--- config.mk ---
export PLATFORM = sky130hd
export DESIGN_NAME = parking_log_arbiter
export DESIGN_NICKNAME = d
export VERILOG_FILES = /design/src/rtl/parking_pkg.sv /design/src/rtl/rr_picker.sv /design/src/rtl/parking_log_arbiter.sv
export SDC_FILE = /design/constraint.sdc
export NUM_CORES = 1
export LEC_CHECK = 0
export BUFFER_PORTS_ARGS = -buffer_cell sky130_fd_sc_hd__buf_2
export CAP_MARGIN = 10
export CORE_MARGIN = 3
export CORE_UTILIZATION = 45
export DETAILED_ROUTE_END_ITERATION = 10
export HOLD_SLACK_MARGIN = 0.03
export PLACE_DENSITY = 0.71
export SETUP_SLACK_MARGIN = 0.02
export SLEW_MARGIN = 5
export SYNTH_ARGS = -nofsm -noshare
export SYNTH_HDL_FRONTEND = slang
export SYNTH_HIERARCHICAL = 1
export SYNTH_SLANG_ARGS = --single-unit
--- constraint.sdc ---
create_clock -name clock -period 5.4 [get_ports clock]
set_input_delay 1.62 -clock clock [delete_from_list [all_inputs] [get_ports clock]]
set_output_delay 1.62 -clock clock [all_outputs]
set_load 0.02 [all_outputs]
--- src/rtl/parking_pkg.sv ---
// parking_pkg: shared FSM encoding and sizing constants for the parking log arbiter.
package parking_pkg;
    typedef enum logic [1:0] {IDLE, WRITE, RESP} state_t;
    localparam int NREQ = 4;
    localparam int DEPTH = 16;
    localparam int DEST_P = 0;
    localparam int DEST_Q = 1;
    localparam logic REGION_P = 1'b0;
    localparam logic REGION_Q = 1'b1;
endpackage

--- src/rtl/rr_picker.sv ---
// rr_picker: round-robin search starting one past the last winner, wrapping modulo 4.
module rr_picker (
    input  logic [3:0] req,
    input  logic [1:0] last,
    output logic       valid,
    output logic [1:0] idx
);
    always_comb begin
        valid = |req;
        idx = last;
        // Descending scan so the nearest requester after last overrides farther ones.
        for (int k = 4; k >= 1; k--)
            if (req[2'(last + 2'(k))]) idx = 2'(last + 2'(k));
    end
endmodule

--- src/rtl/parking_log_arbiter.sv ---
// parking_log_arbiter: serialises gate time records into P/Q log regions of a shared memory.
// Optional PARKING_LOG_WRAP_EN: writes to a full region overwrite the oldest entry instead of nacking.
module parking_log_arbiter
    import parking_pkg::*;
#(
    parameter int NREQ = 4,
    parameter int DEPTH = 16
) (
    input  logic              clock,
    input  logic              reset,
    input  logic [NREQ-1:0]   req,
    input  logic [NREQ-1:0]   dest,
    input  logic [8*NREQ-1:0] req_data,
    output logic [NREQ-1:0]   ack,
    output logic [NREQ-1:0]   nack,
    output logic              mem_we,
    output logic [4:0]        mem_addr,
    output logic [7:0]        mem_wdata,
    output logic [4:0]        p_count,
    output logic [4:0]        q_count,
    output logic              p_full,
    output logic              q_full,
    output logic              busy
);
    state_t     state;
    logic [1:0] last, win, idx;
    logic       win_dest, refused, valid, write_ok;
    logic [7:0] win_data;
    logic [3:0] p_ptr, q_ptr;

    rr_picker u_pick (.req(req), .last(last), .valid(valid), .idx(idx));

`ifdef PARKING_LOG_WRAP_EN
    assign write_ok = 1'b1;
`else
    assign write_ok = win_dest ? !q_full : !p_full;
`endif

    always_ff @(posedge clock) begin
        if (reset) begin
            state <= IDLE;
            last <= 2'd3;
            win <= '0;
            win_dest <= 1'b0;
            win_data <= '0;
            refused <= 1'b0;
            p_ptr <= '0;
            q_ptr <= '0;
            p_count <= '0;
            q_count <= '0;
            p_full <= 1'b0;
            q_full <= 1'b0;
            ack <= '0;
            nack <= '0;
            mem_we <= 1'b0;
            mem_addr <= '0;
            mem_wdata <= '0;
            busy <= 1'b0;
        end else begin
            mem_we <= 1'b0;
            ack <= '0;
            nack <= '0;
            case (state)
                IDLE: if (valid) begin
                    win <= idx;
                    last <= idx;
                    win_dest <= dest[idx];
                    win_data <= req_data[{idx, 3'b000} +: 8];
                    busy <= 1'b1;
                    state <= WRITE;
                end
                WRITE: begin
                    refused <= !write_ok;
                    state <= RESP;
                    if (write_ok) begin
                        mem_we <= 1'b1;
                        mem_addr <= {win_dest, win_dest == REGION_Q ? q_ptr : p_ptr};
                        mem_wdata <= win_data;
                        // When full, the pointer sits on the oldest entry, so advancing it overwrites in order.
                        if (win_dest == REGION_Q) begin
                            q_ptr <= q_ptr + 4'd1;
                            if (!q_full) begin
                                q_count <= q_count + 5'd1;
                                q_full <= (q_count + 5'd1) == 5'(DEPTH);
                            end
                        end else begin
                            p_ptr <= p_ptr + 4'd1;
                            if (!p_full) begin
                                p_count <= p_count + 5'd1;
                                p_full <= (p_count + 5'd1) == 5'(DEPTH);
                            end
                        end
                    end
                end
                RESP: begin
                    ack[win] <= !refused;
                    nack[win] <= refused;
                    busy <= 1'b0;
                    state <= IDLE;
                end
                default: state <= IDLE;
            endcase
        end
    end
endmodule

==> reports/summary.txt <==
TritonCTS clock tree: done
Post-synth EDFFs: 0
Layout cells sized above 1: 31.3%
Placed cell count: 390
Period minus WS final: 3050 ps
Post-CTS setup buffers: 0
WL/cell: 13.2 um
Gp weighted congestion: 0.732
Most frequent cell after synthesis: dfxtp_1
Max_slew headroom: 21.9%
1st-iter DRT viols: 81
Clk_skew: 5.16 ps
Area Growth Syn to Fin: 26.3%
Die Y: 80.8 um
Critical path arrival: 3230 ps
Die ar.: 0.00653 mm^2
Core area: 0.00527 mm^2
Asr flop ratio synth: 0%
Multi-input logic area: 0.00123 mm^2
Post-synthesis xor/xnor area fraction: 2.78%
Top cell type's share of synthesized area: 46.9%
FF+latch count, synth: 59
I/O pin cnt: 77
Final Hold Vio Count: 0
Hold slack final: 454 ps
Total clock sinks: 59
Detailed-router iteration count before antenna repair: 4
Filler Cells Inserted: 503
Total Power: 1.16 mW
Worst-Margin Slew: 1160 ps
Post-Syn Instances: 259
Vias in the first global route: 2006
Gr ovfl total: 0
Hold buffers post-CTS: 0
CP startpoint kind: input port
Critical Path Sink Type: flip-flop
Port buffer count: 76
Syn_area_per_cell: 9.72 um^2
Initial Util: 47.8%
Status: finished clean
Synth Area in Simple Gates: 16.5%
Largest net degree at the start of global routing: 40
Die Wd: 80.8 um
Dpl cell area: 0.00292 mm^2
Hold Path Class: reg2reg
Post-route cell area: 0.00318 mm^2
Adder-Cell Fraction of Synth Area: 2.98%
Max VDD drop: 0.154 mV
Pleak: 1.38 nW
Synth Area in Compound Gates: 15.2%
Critical Path Fanout Max: 10
Fraction of synthesized area in multiplexers: 11.2%
Global-route wire length before repair: 9060 um
Synth unique cells: 40
P per Cell Area: 364 mW/mm^2
Mapped Area: 0.00252 mm^2
Final WS setup: 2350 ps
Clock tree buffer depth: 2
DRC errors left: 0
Fmax: 328 MHz
Post-route ant nets: 0
Required time worst endpoint: 5580 ps
Final HPWL DP: 3840 um
Count of pins over their slew limit: 0
Antenna violations before repair: 0
Seq/Total Area, Yosys: 46.9%
Diodes inserted: 0
Ys Warns: 6
Setup Crit Path Kind: in2reg
Unrepaired setup endpoints after global routing: no
Worst-Skew Late Latency: 330 ps
Sequential standard cell area: 0.00118 mm^2
Rows: 26
Via Count: 2105
Pre-CTS setup slack: 2000 ps
All-layer global routing usage: 18.0%
Final setup violation count: 0
CTS buffer count: 9
Final non-filler cell total: 406
H-tree depth: 3
Util after Layout: 60.4%
List of most frequent post-synthesis cells: dfxtp_1 (59), a21oi_1 (30), nand2_1 (30)
Wirelength, routed: 5380 um
Clk pin slew, worst setup/hold paths: 70 ps
Vias per cell: 5.18
Top FF cell, synth: dfxtp_1
Max-cap viol count: 0
Synth area leader: dfxtp_1
CTS Root Cell: clkbuf_8
Largest family of logic cells by synthesized area: simple AND/OR/NAND/NOR gates
Nets@finish: 379
Syn_nets: 307
Fin crit share: 56.5%
# resized after CTS: 0
Cells taking the most area after synthesis: dfxtp_1 (47%), mux4_2 (8.1%), a21oi_1 (6.0%), nand2_1 (4.5%), mux2i_1 (3.2%)
Total Neg Setup Slack: 0 ps
## sequential cells by signal (all words and copies together) (netlist names)
signal     flops
win_data       8
refused        1
win            2
mem_addr       5
busy           1
mem_wdata      8
p_full         1
ack            4
win_dest       1
q_ptr          4
q_full         1
last           2
mem_we         1
q_count        5
nack           4
p_ptr          4
p_count        5
state          2
## layout by cell type (no fill, tap or decap), drive strengths merged, types with 3 or more instances in the layout
cell type / n
buf: 77
dfxtp: 59
nand2: 30
a21oi: 30
nor2: 15
clkbuf: 12
o21ai: 10
or3: 10
mux4: 9
inv: 9
mux2i: 8
a22o: 8
nand3: 6
ha: 6
xnor2: 5
o2bb2ai: 4
nor3: 4
nor3b: 3
xor2: 3
nand2b: 3
bufinv: 3
## report_power, final
group / total [mW] / switching (mW) / internal [mW]
combinational: 0.157 / 0.0809 / 0.0760
sequential: 0.490 / 0.0274 / 0.463
clock: 0.510 / 0.166 / 0.344
total: 1.16 / 0.274 / 0.882
## cell families (layout without fill, tap and decap cells)
kind of cell	after synthesis	after routing
AO/OA/AOI/OAI	61	61
XOR/XNOR	8	8
adder cells (fa/ha/maj)	6	6
buffers and inverters	26	103
flip-flops	59	59
multiplexers	17	17
AND/OR/NAND/NOR	82	82
## critical path: stages
cell and delay, ps:
buf_2 120, a21oi_1 140, a31oi_1 50, a21oi_1 730, mux4_2 420, nand2_1 90, a21oi_1 60
## routing by layer
metal  vias up  track usage [%]  share of wire, %
met5         -                0                 0
met4         0             6.76               1.5
met3         8             6.43               5.2
met2        50             29.1                48
met1       981             22.2                45
li1       1066                -                 -
## path summary, 6_finish.rpt
check                                    to  cells past startpoint   startpoint  slack (ps)
worst max register to register     win_dest                      5      last[1]        3310
worst min register to register  win_data[3]                      2  win_data[3]         450
worst min-delay path            win_data[3]                      2  win_data[3]         450
worst max-delay path               win_dest                      7       req[0]        2350
## area by class of cell
| class | count | area share (%) |
|---|---|---|
| tap | 70 | 2.75 |
| sequential | 59 | 37.1 |
| timing repair buffer | 77 | 12.2 |
| clock buffer | 12 | 5.19 |
| clock inverter | 4 | 2.99 |
| inverter | 10 | 1.18 |
| multi-input combinational | 174 | 38.6 |
(Power assumes the default switching activity.)
